### src/rtl/bitmap_plot_sequencer_pkg.sv
// Shared definitions for the bitmap plot sequencer: default sizes and FSM state encoding.
package bitmap_plot_sequencer_pkg;

    localparam int unsigned CW_DEF = 3;
    localparam int unsigned N_DEF  = 8;

    typedef enum logic [1:0] {
        StIdle  = 2'd0,
        StClear = 2'd1,
        StPlot  = 2'd2,
        StDone  = 2'd3
    } seq_state_e;

endpackage

### src/rtl/bitmap_plot_sequencer_if.sv
// Host-side bus of the plot sequencer: point-list writes, sequence control/status, display read.
interface bitmap_plot_sequencer_if
    import bitmap_plot_sequencer_pkg::*;
#(
    parameter int unsigned CW   = CW_DEF,
    parameter int unsigned N    = N_DEF,
    parameter int unsigned COLS = 2 ** CW
);
    localparam int unsigned IW = $clog2(N);

    logic            pt_wr_en;
    logic [IW-1:0]   pt_wr_idx;
    logic [CW-1:0]   pt_wr_x;
    logic [CW-1:0]   pt_wr_y;
    logic            pt_wr_valid;
    logic            start;
    logic            clear_only;
    logic            busy;
    logic            done;
    logic            wr_reject;
    logic [IW:0]     plotted_count;
    logic [CW-1:0]   rd_row;
    logic [COLS-1:0] rd_data;

    modport master (
        output pt_wr_en, pt_wr_idx, pt_wr_x, pt_wr_y, pt_wr_valid, start, clear_only, rd_row,
        input  busy, done, wr_reject, plotted_count, rd_data
    );

    modport slave (
        input  pt_wr_en, pt_wr_idx, pt_wr_x, pt_wr_y, pt_wr_valid, start, clear_only, rd_row,
        output busy, done, wr_reject, plotted_count, rd_data
    );

endinterface

### src/rtl/bitmap_plot_sequencer_rowmem.sv
// ROWS x COLS bitmap registers with a whole-row clear port, single-bit set port and async read.
module bitmap_plot_sequencer_rowmem #(
    parameter int unsigned ROWS = 8,
    parameter int unsigned COLS = 8,
    parameter int unsigned RW   = $clog2(ROWS),
    parameter int unsigned XW   = $clog2(COLS)
) (
    input  logic            clk,
    input  logic            rst,
    input  logic            clr_en,
    input  logic [RW-1:0]   clr_row,
    input  logic            set_en,
    input  logic [RW-1:0]   set_row,
    input  logic [XW-1:0]   set_col,
    input  logic [RW-1:0]   rd_row,
    output logic [COLS-1:0] rd_data
);

    logic [COLS-1:0] mem_q [ROWS];

    // Clear and set are never requested together; clear wins if they ever are.
    always_ff @(posedge clk or posedge rst) begin
        if (rst) begin
            for (int i = 0; i < ROWS; i++) begin
                mem_q[i] <= '0;
            end
        end else if (clr_en) begin
            mem_q[clr_row] <= '0;
        end else if (set_en) begin
            mem_q[set_row][set_col] <= 1'b1;
        end
    end

    assign rd_data = mem_q[rd_row];

endmodule

### src/rtl/bitmap_plot_sequencer.sv
// Clears the bitmap row by row, then plots every valid point-list entry; list writes only in idle.
module bitmap_plot_sequencer
    import bitmap_plot_sequencer_pkg::*;
#(
    parameter int unsigned CW   = CW_DEF,
    parameter int unsigned N    = N_DEF,
    parameter int unsigned ROWS = 2 ** CW,
    parameter int unsigned COLS = 2 ** CW
) (
    input  logic CLOCK_50,
    input  logic reset,
    bitmap_plot_sequencer_if.slave bus
);

    localparam int unsigned IW = $clog2(N);

    logic [CW-1:0] pt_x_q [N];
    logic [CW-1:0] pt_y_q [N];
    logic [N-1:0]  pt_v_q;

    seq_state_e    state_q;
    logic [CW-1:0] row_ptr_q;
    logic [IW-1:0] pt_ptr_q;
    logic          clear_only_q;
    logic          busy_q;
    logic          done_q;
    logic          wr_reject_q;
    logic [IW:0]   count_q;

    logic          last_row;
    logic          last_pt;

    assign last_row = (row_ptr_q == CW'(ROWS - 1));
    assign last_pt  = (pt_ptr_q == IW'(N - 1));

    always_ff @(posedge CLOCK_50 or posedge reset) begin
        if (reset) begin
            for (int i = 0; i < N; i++) begin
                pt_x_q[i] <= '0;
                pt_y_q[i] <= '0;
            end
            pt_v_q       <= '0;
            state_q      <= StIdle;
            row_ptr_q    <= '0;
            pt_ptr_q     <= '0;
            clear_only_q <= 1'b0;
            busy_q       <= 1'b0;
            done_q       <= 1'b0;
            wr_reject_q  <= 1'b0;
            count_q      <= '0;
        end else begin
            done_q      <= 1'b0;
            wr_reject_q <= bus.pt_wr_en && (state_q != StIdle);
            if (bus.pt_wr_en && (state_q == StIdle)) begin
                pt_x_q[bus.pt_wr_idx] <= bus.pt_wr_x;
                pt_y_q[bus.pt_wr_idx] <= bus.pt_wr_y;
                pt_v_q[bus.pt_wr_idx] <= bus.pt_wr_valid;
            end
            unique case (state_q)
                StIdle: begin
                    if (bus.start) begin
                        state_q      <= StClear;
                        row_ptr_q    <= '0;
                        count_q      <= '0;
                        clear_only_q <= bus.clear_only;
                        busy_q       <= 1'b1;
                    end
                end
                StClear: begin
                    row_ptr_q <= row_ptr_q + CW'(1);
                    if (last_row) begin
                        if (clear_only_q) begin
                            state_q <= StDone;
                            done_q  <= 1'b1;
                        end else begin
                            state_q  <= StPlot;
                            pt_ptr_q <= '0;
                        end
                    end
                end
                StPlot: begin
                    if (pt_v_q[pt_ptr_q]) begin
                        count_q <= count_q + {{IW{1'b0}}, 1'b1};
                    end
                    pt_ptr_q <= pt_ptr_q + IW'(1);
                    if (last_pt) begin
                        state_q <= StDone;
                        done_q  <= 1'b1;
                    end
                end
                StDone: begin
                    state_q <= StIdle;
                    busy_q  <= 1'b0;
                end
                default: state_q <= StIdle;
            endcase
        end
    end

    bitmap_plot_sequencer_rowmem #(
        .ROWS(ROWS),
        .COLS(COLS),
        .RW  (CW),
        .XW  (CW)
    ) u_rowmem (
        .clk    (CLOCK_50),
        .rst    (reset),
        .clr_en (state_q == StClear),
        .clr_row(row_ptr_q),
        .set_en ((state_q == StPlot) && pt_v_q[pt_ptr_q]),
        .set_row(pt_y_q[pt_ptr_q]),
        .set_col(pt_x_q[pt_ptr_q]),
        .rd_row (bus.rd_row),
        .rd_data(bus.rd_data)
    );

    assign bus.busy          = busy_q;
    assign bus.done          = done_q;
    assign bus.wr_reject     = wr_reject_q;
    assign bus.plotted_count = count_q;

endmodule

### src/flat_wrapper.sv
// flat-port wrapper written by rule: the top's interface ports become plain ports
module bitmap_plot_sequencer_flat import bitmap_plot_sequencer_pkg::*;
#(
    parameter int unsigned CW   = CW_DEF,
    parameter int unsigned N    = N_DEF,
    parameter int unsigned ROWS = 2 ** CW,
    parameter int unsigned COLS = 2 ** CW
)
  (CLOCK_50, reset, bus_pt_wr_en, bus_pt_wr_idx, bus_pt_wr_x, bus_pt_wr_y, bus_pt_wr_valid, bus_start, bus_clear_only, bus_rd_row, bus_busy, bus_done, bus_wr_reject, bus_plotted_count, bus_rd_data);
  bitmap_plot_sequencer_if #(.CW(CW), .N(N), .COLS(COLS)) bus_i ();
  input  logic CLOCK_50;
  input  logic reset;
  input wire logic [$bits(bus_i.pt_wr_en)-1:0] bus_pt_wr_en;
  input wire logic [$bits(bus_i.pt_wr_idx)-1:0] bus_pt_wr_idx;
  input wire logic [$bits(bus_i.pt_wr_x)-1:0] bus_pt_wr_x;
  input wire logic [$bits(bus_i.pt_wr_y)-1:0] bus_pt_wr_y;
  input wire logic [$bits(bus_i.pt_wr_valid)-1:0] bus_pt_wr_valid;
  input wire logic [$bits(bus_i.start)-1:0] bus_start;
  input wire logic [$bits(bus_i.clear_only)-1:0] bus_clear_only;
  input wire logic [$bits(bus_i.rd_row)-1:0] bus_rd_row;
  output wire logic [$bits(bus_i.busy)-1:0] bus_busy;
  output wire logic [$bits(bus_i.done)-1:0] bus_done;
  output wire logic [$bits(bus_i.wr_reject)-1:0] bus_wr_reject;
  output wire logic [$bits(bus_i.plotted_count)-1:0] bus_plotted_count;
  output wire logic [$bits(bus_i.rd_data)-1:0] bus_rd_data;
  assign bus_i.pt_wr_en = bus_pt_wr_en;
  assign bus_i.pt_wr_idx = bus_pt_wr_idx;
  assign bus_i.pt_wr_x = bus_pt_wr_x;
  assign bus_i.pt_wr_y = bus_pt_wr_y;
  assign bus_i.pt_wr_valid = bus_pt_wr_valid;
  assign bus_i.start = bus_start;
  assign bus_i.clear_only = bus_clear_only;
  assign bus_i.rd_row = bus_rd_row;
  assign bus_busy = bus_i.busy;
  assign bus_done = bus_i.done;
  assign bus_wr_reject = bus_i.wr_reject;
  assign bus_plotted_count = bus_i.plotted_count;
  assign bus_rd_data = bus_i.rd_data;
  bitmap_plot_sequencer #(.CW(CW), .N(N), .ROWS(ROWS), .COLS(COLS)) u_core (.CLOCK_50(CLOCK_50), .reset(reset), .bus(bus_i));
endmodule
### config.mk
export PLATFORM = sky130hd
export DESIGN_NAME = bitmap_plot_sequencer_flat
export DESIGN_NICKNAME = d
export VERILOG_FILES = /design/src/rtl/bitmap_plot_sequencer_pkg.sv /design/src/rtl/bitmap_plot_sequencer_if.sv /design/src/rtl/bitmap_plot_sequencer_rowmem.sv /design/src/rtl/bitmap_plot_sequencer.sv /design/src/flat_wrapper.sv
export SDC_FILE = /design/constraint.sdc
export NUM_CORES = 1
export LEC_CHECK = 0
export BUFFER_PORTS_ARGS = -buffer_cell sky130_fd_sc_hd__buf_2
export CORE_MARGIN = 4
export CORE_UTILIZATION = 30
export CTS_CLUSTER_SIZE = 40
export DETAILED_ROUTE_END_ITERATION = 7
export PLACE_DENSITY_LB_ADDON = 0.25
export SLEW_MARGIN = 20
export SYNTH_ARGS = -nofsm -noshare
export SYNTH_HDL_FRONTEND = slang
export SYNTH_SLANG_ARGS = --single-unit
### constraint.sdc
create_clock -name CLOCK_50 -period 8.4 [get_ports CLOCK_50]
set_clock_uncertainty 0.15 [all_clocks]
set_input_delay 1.26 -clock CLOCK_50 [delete_from_list [all_inputs] [get_ports CLOCK_50]]
set_output_delay 1.26 -clock CLOCK_50 [all_outputs]
set_load 0.05 [all_outputs]
# --- Word level (Yosys, flattened, before mapping) ---
# Index checks and enable logic that the tools add are counted.
totals:
  elab_cells: 133
  output_inout_bits: 15
  regBits: 136
  input_bits: 18
classes:
  eq_ne: 10
  magnitude_cmp: 13
  n_reduce_logical: 21
  mux: 45
  n_bitwise: 8
  n_addsub: 3
op_table:
  columns: ["cell", "count"]
  rows:
  - ["two-way mux 64 bit", 2]
  - ["AND 64 bit", 1]
  - ["inverter 64 bit", 1]
  - ["bitwise OR 64 bit", 1]
  - ["bitwise mux 24 bit", 2]
  - ["demux 8 bit (select 3 bit)", 2]
  - ["two-way mux 8 bit", 4]
  - ["binary-select mux 8 bit (select 3 bit)", 1]
  - ["two-way mux 3 bit", 8]
  - ["greater-or-equal comparator 4 bit, second input constant", 5]
  - ["inverter 3 -> 4 bit", 5]
  - ["binary-select mux 3 bit (select 3 bit)", 2]
  - ["less-than comparator 3 x 4 -> 1 bit, second input constant", 3]
  - ["less-than comparator 4 x 1 -> 1 bit, second input constant", 3]
  - ["one-hot mux 3 bit (2 select lines)", 2]
  - ["nonzero test 2 bit", 6]
  - ["demux 3 bit (select 3 bit)", 1]
  - ["AND reduction 3 bit", 3]
  - ["bitwise mux 8 bit", 1]
  - ["logical AND 1 bit", 8]
  - ["two-way mux 1 bit", 8]
  - ["two-way mux 4 bit", 2]
  - ["one-hot mux 2 bit (4 select lines)", 1]
  - ["one-hot mux 4 bit (2 select lines)", 1]
  - ["14 further kinds", 27]

# --- Logic depth before layout (Yosys ltp) ---
# Gate-level depths: netlist of run 1.
depth:
  ltp_word: 13
  depth_mapped: 7
  ltp_nobuf: 7

# --- Hierarchy ---
# A second synthesis of run 1 with hierarchy kept.
hier_totals:
  cells_unflattened: 524
  hier_area_um2: 7006.7
modules_own_cells:
  columns: ["module", "area_each_um2", "cells_per_inst", "seq_area_each_um2", "n_inst"]
  rows:
  - ["bitmap_plot_sequencer_rowmem", 3564.7, 278, 1601.5, 1]
  - ["bitmap_plot_sequencer", 3442.1, 246, 1801.7, 1]

# --- Worst setup path before layout of run 1 ---
# Ideal clock, no wire load.
synth_path:
  kind: "input port to output port"
  from: "input bus_rd_row[0]"
  to: "output bus_rd_data[0]"
  setup_slack_ns: 3.926
  stages: 4
  t_arrival_ns: 3.064
  required_ns: 6.990
  path_buffers: 2
  path_cell_list: "clkbuf_1 buf_1 mux4_2 mux2_2"
synth_via:
  elab_chain_len: 4
synth_rtl:
  columns: ["item", "line", "source"]
  rows:
  - ["from (decl)", "flat_wrapper.sv:20", "input wire logic [$bits(bus_i.rd_row)-1:0] bus_rd_row;"]
  - ["inverter 3 -> 4 bit (not written as such)", "bitmap_plot_sequencer_rowmem.sv:34", "assign rd_data = mem_q[rd_row];"]
  - ["binary-select mux 8 bit (select 3 bit)", "bitmap_plot_sequencer_rowmem.sv:34", null]
  - ["two-way mux 8 bit (not written as such) (2 in series)", "bitmap_plot_sequencer_rowmem.sv:34", null]
  - ["to (decl)", "flat_wrapper.sv:25", "output wire logic [$bits(bus_i.rd_data)-1:0] bus_rd_data;"]
# Every way passes these cells. The select of a mux whose other input is x is not followed.

# --- Final worst setup path of run 1 ---
# Same ends and word-level chain as after synthesis.

==> results of run 1 <==
[worst paths after layout]
path,start,endpoint,slack [ns],cells past startpoint
min in group asynchronous,reset,u_core.u_rowmem.mem_q[16],0.83,2
setup / recovery,bus_rd_row[0],bus_rd_data[0],4.27,4
max in group asynchronous,reset,u_core.pt_y_q[16],6.13,4
setup reg to reg,u_core.pt_ptr_q[2],u_core.u_rowmem.mem_q[30],5.38,5
hold reg to reg,u_core.u_rowmem.mem_q[52],u_core.u_rowmem.mem_q[52],0.34,2
hold / removal,u_core.u_rowmem.mem_q[52],u_core.u_rowmem.mem_q[52],0.34,2
[cells in the final DEF, fill, tap and decap left out, drive strengths merged]
| master | count |
|---|---|
| a2111oi | 1 |
| a211o | 1 |
| a21oi | 3 |
| a22o | 43 |
| a22oi | 1 |
| a2bb2oi | 1 |
| a31oi | 1 |
| a32o | 14 |
| a32oi | 1 |
| and2 | 1 |
| and3 | 1 |
| buf | 35 |
| bufinv | 5 |
| clkbuf | 19 |
| clkinv | 4 |
| clkinvlp | 2 |
| dfrtp | 136 |
| ha | 9 |
| inv | 6 |
| mux2 | 70 |
| mux2i | 9 |
| mux4 | 28 |
| nand2 | 32 |
| nand2b | 7 |
| nand3 | 6 |
| nand3b | 1 |
| nand4 | 2 |
| nor2 | 21 |
| nor2b | 11 |
| nor3 | 7 |
| nor4 | 4 |
| o21ai | 19 |
| o21bai | 1 |
| o221ai | 1 |
| o31ai | 2 |
| o41ai | 1 |
| or2 | 3 |
| or3 | 2 |
[layer usage]
layer	vias up	track usage [%]	routed length [um]
met5	-	0	34
met4	4	4.585	189
met3	17	3.171	662
met2	81	22.14	7946
met1	2179	17.84	6839
li1	1861	-	-
[state kept, by name (all words and copies together), names as in the netlist]
signal and cells:
u_core.bus.busy 1, u_core.bus.done 1, u_core.bus.plotted_count 4, u_core.bus.wr_reject 1, u_core.clear_only_q 1, u_core.pt_ptr_q 3
u_core.pt_v_q 8, u_core.pt_x_q 24, u_core.pt_y_q 24, u_core.row_ptr_q 3, u_core.state_q 2, u_core.u_rowmem.mem_q 64
[logic make-up (layout without fill, tap and decap cells)]
group / Yosys count / after routing / synth area share, %
compound gates: 90 / 90 / 11.40
simple gates: 98 / 98 / 8.999
flops: 136 / 136 / 52.19
mux: 107 / 107 / 24.08
buf+inv: 21 / 71 / 1.612
fa+ha+maj: 9 / 9 / 1.727
[report_power, final]
part	total (W)	internal (W)	switching [W]
Combinational	0.000941	0.000391	0.000550
Sequential	0.000989	0.000857	0.000133
Clock	0.000829	0.000541	0.000288
[critical path, delay by kind of cell]
family	cells	cell delay (ns)
buffers and inverters	2	0.61
muxes	2	0.85
[cell type report]
cell class / count / area, um^2
fill: 2053 / 13590
multi-input combinational: 304 / 3013
clock inverter: 12 / 197.7
tap: 275 / 344.1
sequential: 136 / 3403
clock buffer: 19 / 452.9
timing repair buffer: 35 / 202.7
inverter: 5 / 21.27
[stage by stage]
| stage | instances | utilization [%] | worst slack (ns) | instance area [um^2] | total power (W) |
|---|---|---|---|---|---|
| 3_5_place_dp | 754 | 32.78 | 4.253 | 6957 | 0.001948 |
| 6_report | 786 | 35.98 | 4.268 | 7635 | 0.002759 |
| 2_1_floorplan | 461 | - | 3.351 | 6521 | 0.001719 |
| 4_1_cts | 785 | 35.85 | 4.248 | 7607 | 0.002788 |
| 3_3_place_gp | 754 | 32.78 | 4.268 | 6957 | 0.001909 |
| 5_1_grt | 786 | 35.98 | 4.161 | 7635 | 0.002916 |
==> results.json, run 1 <==
{
  "cellPowerDensity_nw_per_um2": 361.4,
  "cp-start-kind": "input pin",
  "syn2layout_area_growth_pct": 17.08,
  "cp_common_cell": "buf_2",
  "ys_ff_latch": 136,
  "ys_types": 47,
  "crit_type": "input pin to output pin",
  "path_cells": "buf_2 > mux4_2 > mux2_2 > buf_2",
  "cts.sinks": 136,
  "ys_warn_count": 0,
  "drv_cap": 0,
  "power.static_leakage_nw": 3.400,
  "io_pins": 33,
  "grt_remaining_overflow": 0,
  "crit_path_max_fanout": 16,
  "async_flop_share_pct": 100.0,
  "synth.area.top_cells": "dfrtp_1 52%, mux2_2 12%, mux4_2 6.6%",
  "setup_viol": 0,
  "core_um2": 21220,
  "cts_resized": 0,
  "peakVddDrop_v": 0.0001344,
  "ys_seq_area_share_pct": 52.19,
  "rsz0062_at_grt": "false",
  "drive_gt1_share_pct": 35.23,
  "synth_top_area_share_pct": 52.19,
  "drv_slew": 0,
  "ant_nets": 0,
  "critPathMaxStageDelay_ns": 0.57,
  "cts_buffer_depth": 2,
  "tightest_slew_ns": 0.8933,
  "avgSynthCellArea_um2": 14.15,
  "antenna_found_initial": 2,
  "drc_errors": 0,
  "clkTransAtPathRegs_ns": 0.06,
  "dominantRegCellSynth": "dfrtp_1",
  "whs_ns": 0.3378,
  "dieArea_um2": 24160,
  "timing.slew.headroom_pct": 40.22,
  "cts-root-buf": "clkbuf_16",
  "yosysMostFrequentCell": "dfrtp_1",
  "clk_latency_ns": 0.42,
  "fin_crit_ns": 4.132,
  "slowest_stage": "mux4_2",
  "syn_inst": 461,
  "tns_ns": 0,
  "grt_pass1_wl_um": 25220,
  "wl_per_cell_um": 19.94,
  "grt.total_usage_pct": 13.58,
  "grt_pass1_vias": 4249,
  "postCtsSetupRepairBufs": 0,
  "synth_edf_count": 0,
  "cts_tree": "done",
  "post-route-period-util_pct": 49.19,
  "finalHoldViolations": 0,
  "io_buffer_count": 32,
  "die-height_um": 155.4,
  "post_synth_most_frequent_cells": "136 x dfrtp_1, 70 x mux2_2, 43 x a22o_1",
  "via_per_inst": 5.270,
  "final_nets": 526,
  "syn_nets": 488,
  "cts-hold-fix-buffers": 0,
  "critPathRequiredTime_ns": 6.99,
  "vias": 4142,
  "row_count": 53,
  "finalWirelength_um": 15670,
  "hold_path.class": "flip-flop to flip-flop",
  "fmax_mhz": 242.0,
  "crit_arrival_ns": 2.72,
  "fp.dieW_um": 155.4,
  "cp-end-kind": "output pin",
  "htree_levels": 4,
  "grt_max_degree": 76,
  "syn-cell-area_um2": 6521,
  "n_antenna_cell": 0,
  "cts_inserted_buffers": 17,
  "drt_iter0_markers": 290,
  "place.gp.congestion": 0.8141,
  "start_util_pct": 30.73,
  "synth_area_leader_cell": "dfrtp_1",
  "firstDrtPassIters": 4,
  "run_status": "finished clean",
  "dp_hpwl_um": 10820
}
Note: power is estimated with default switching activity, not from simulation.
==> inputs of run 2 (changes only) <==
- ABC_AREA: default -> 1
- clock period: 8.4 -> 3.6 ns (I/O delays scaled with it)
==> run 2 against run 1 <==
Setup slack got worse by 3.5 ns. Via count increased by 40%. Hold slack worse by 0.18 ns. Sequential cell count is the same. Largest cell class unchanged. Core utilization shrank 1.1 points. Sequential share of layout area down 2.9 points.
==> results.json, run 2 <==
{
  "drv_cap": 0,
  "dominantRegCellSynth": "dfrtp_1",
  "finalWirelength_um": 18760,
  "drc_errors": 0,
  "largest-register": "u_core.u_rowmem.mem_q",
  "power.static_leakage_nw": 4.134,
  "peakVddDrop_v": 0.0003491,
  "drt_iter0_markers": 467,
  "cts_buffer_depth": 2,
  "syn2layout_area_growth_pct": 14.74,
  "fillers": 2554,
  "ys_ff_latch": 136,
  "clkTransAtPathRegs_ns": 0.06,
  "dieArea_um2": 26270,
  "htree_levels": 4,
  "hold_path.class": "input pin to flip-flop",
  "synth_area_leader_cell": "dfrtp_1",
  "setup_viol": 0,
  "fmax_mhz": 359.2,
  "final_nets": 973,
  "fin_crit_ns": 2.784,
  "async_flop_share_pct": 100.0,
  "synth.area.top_cells": "dfrtp_1 48%, nand2_1 19%, o21ai_0 7.1%",
  "place.gp.congestion": 0.8278,
  "dp_hpwl_um": 12870,
  "clk_latency_ns": 0.43,
  "dpl.cell_count": 1245,
  "row_count": 56,
  "largest_reg_flops": 64,
  "core_um2": 23400,
  "via_per_inst": 4.544,
  "grt_max_degree": 68,
  "wl_per_cell_um": 14.68,
  "cellPowerDensity_nw_per_um2": 847.1,
  "vias": 5807,
  "grt_pass1_vias": 5666,
  "post_synth_most_frequent_cells": "358 x nand2_1, 136 x dfrtp_1, 101 x o21ai_0",
  "crit_arrival_ns": 2.09,
  "avgSynthCellArea_um2": 7.768,
  "yosysMostFrequentCell": "nand2_1",
  "post-route-period-util_pct": 77.34,
  "ys_types": 32,
  "cts_inserted_buffers": 17,
  "rsz0062_at_grt": "false",
  "syn-cell-area_um2": 7123,
  "ant_nets": 0,
  "drive_gt1_share_pct": 14.91,
  "crit_type": "input pin to output pin",
  "ys_warn_count": 0,
  "io_pins": 33,
  "synth_top_area_share_pct": 47.78,
  "drv_slew": 0,
  "n_antenna_cell": 0,
  "die-height_um": 162.1,
  "grt_pass1_wl_um": 30710,
  "final_cells": 1278,
  "finalHoldViolations": 0,
  "tightest_slew_ns": 0.7439,
  "tns_ns": 0,
  "grt.total_usage_pct": 14.88,
  "final-seq-area_um2": 3403,
  "cts.sinks": 136,
  "cts_tree": "done",
  "cp-start-kind": "input pin",
  "cp-end-kind": "output pin",
  "syn_inst": 917,
  "cts_resized": 0,
  "syn_nets": 944,
  "io_buffer_count": 32,
  "ys_seq_area_share_pct": 47.78,
  "antenna_found_initial": 0,
  "final_cell_mix": "358 x nand2_1, 136 x dfrtp_1, 101 x o21ai_0, 76 x nor2_1, 70 x inv_1",
  "timing.slew.headroom_pct": 50.35,
  "cts-root-buf": "clkbuf_16",
  "start_util_pct": 30.44,
  "crit_path_max_fanout": 32,
  "fp.dieW_um": 162.1,
  "firstDrtPassIters": 5,
  "run_status": "finished clean",
  "final_common_cell": "nand2_1",
  "synth_edf_count": 0,
  "reg_top3": "u_core.u_rowmem.mem_q (64), u_core.pt_x_q (24), u_core.pt_y_q (24)",
  "grt_remaining_overflow": 0,
  "critPathRequiredTime_ns": 2.91,
  "multiInputGateArea_um2": 3251
}
-- run 2: cell types whose count changed after synthesis, sizes merged, moves of 8 or more --
cell	change
a22o	-43
o21ai	+82
mux2	-70
clkbuf	+8
nand3	+56
nand2	+346
a32o	-14
nor2b	-11
nor2	+71
mux4	-28
mux2i	-9
inv	+70
o22ai	+8
-- run 2: power by group --
part	switching (W)	internal, W
clock	0.000713	0.00104
combinational	0.00192	0.000805
sequential	0.000361	0.00209
-- run 2: what timing repair did --
action,4_1_cts,5_1_grt
hold buffers,1,0
setup buffers,0,0
endpoints found under the setup margin,0,0
endpoints found under the hold margin,12,0
-- run 2: final timing paths --
kind	to	from	slack [ns]	cells after the start
min in group asynchronous	u_core.u_rowmem.mem_q[25]	reset	0.48	3
worst max register to register	u_core.u_rowmem.mem_q[16]	u_core.pt_ptr_q[0]	1.28	11
worst min-delay path	u_core.clear_only_q	bus_clear_only	0.16	3
max in group asynchronous	u_core.u_rowmem.mem_q[39]	reset	2.01	4
worst max-delay path	bus_rd_data[4]	bus_rd_row[0]	0.82	7
worst min register to register	u_core.u_rowmem.mem_q[16]	u_core.u_rowmem.mem_q[16]	0.33	2
-- run 2: logic make-up after synthesis --
group / share of synthesized area, %
and+or+nand+nor: 35.04
DFF: 47.78
AOI/OAI and AO/OA: 8.765
buffers and inverters: 6.587
adders and majority gates: 1.581
xor gates and xnor gates: 0.2460
-- run 2: per-layer routing --
layer  vias to the layer above  track usage, %  routed length [um]
li1                       2965               -                   -
met1                      2712           20.30                9143
met2                        97           23.40                8525
met3                        33           3.375                 628
met4                         0           5.113                 459
met5                         -               0                   0
-- run 2: critical path: stages --
cell and delay [ns]:
buf_2 0.10, inv_1 0.54, o21ai_0 0.16, o22ai_1 0.14, nor2_1 0.06, a31oi_1 0.23, buf_2 0.31
-- run 2: layout make-up --
| class | instances | share of cell area (%) |
|---|---|---|
| sequential | 136 | 41.64 |
| timing repair buffer | 41 | 2.970 |
| multi-input combinational | 674 | 39.77 |
| clock inverter | 14 | 1.791 |
| clock buffer | 18 | 5.374 |
| inverter | 76 | 3.567 |
| tap | 319 | 4.884 |
-- run 2: stage by stage --
step | hold WS [ns] | setup WS [ns] | power [W] | util, % | area (um^2)
2_1_floorplan | 0.2937 | 0.9045 | 0.004556 | - | 7127
3_3_place_gp | 0.3142 | 0.7921 | 0.005198 | 32.38 | 7577
3_5_place_dp | 0.3110 | 0.7652 | 0.005223 | 32.38 | 7577
4_1_cts | 0.1500 | 0.7615 | 0.006989 | 34.92 | 8173
5_1_grt | 0.1680 | 0.5884 | 0.007484 | 34.92 | 8173
6_report | 0.1551 | 0.8158 | 0.006924 | 34.92 | 8173
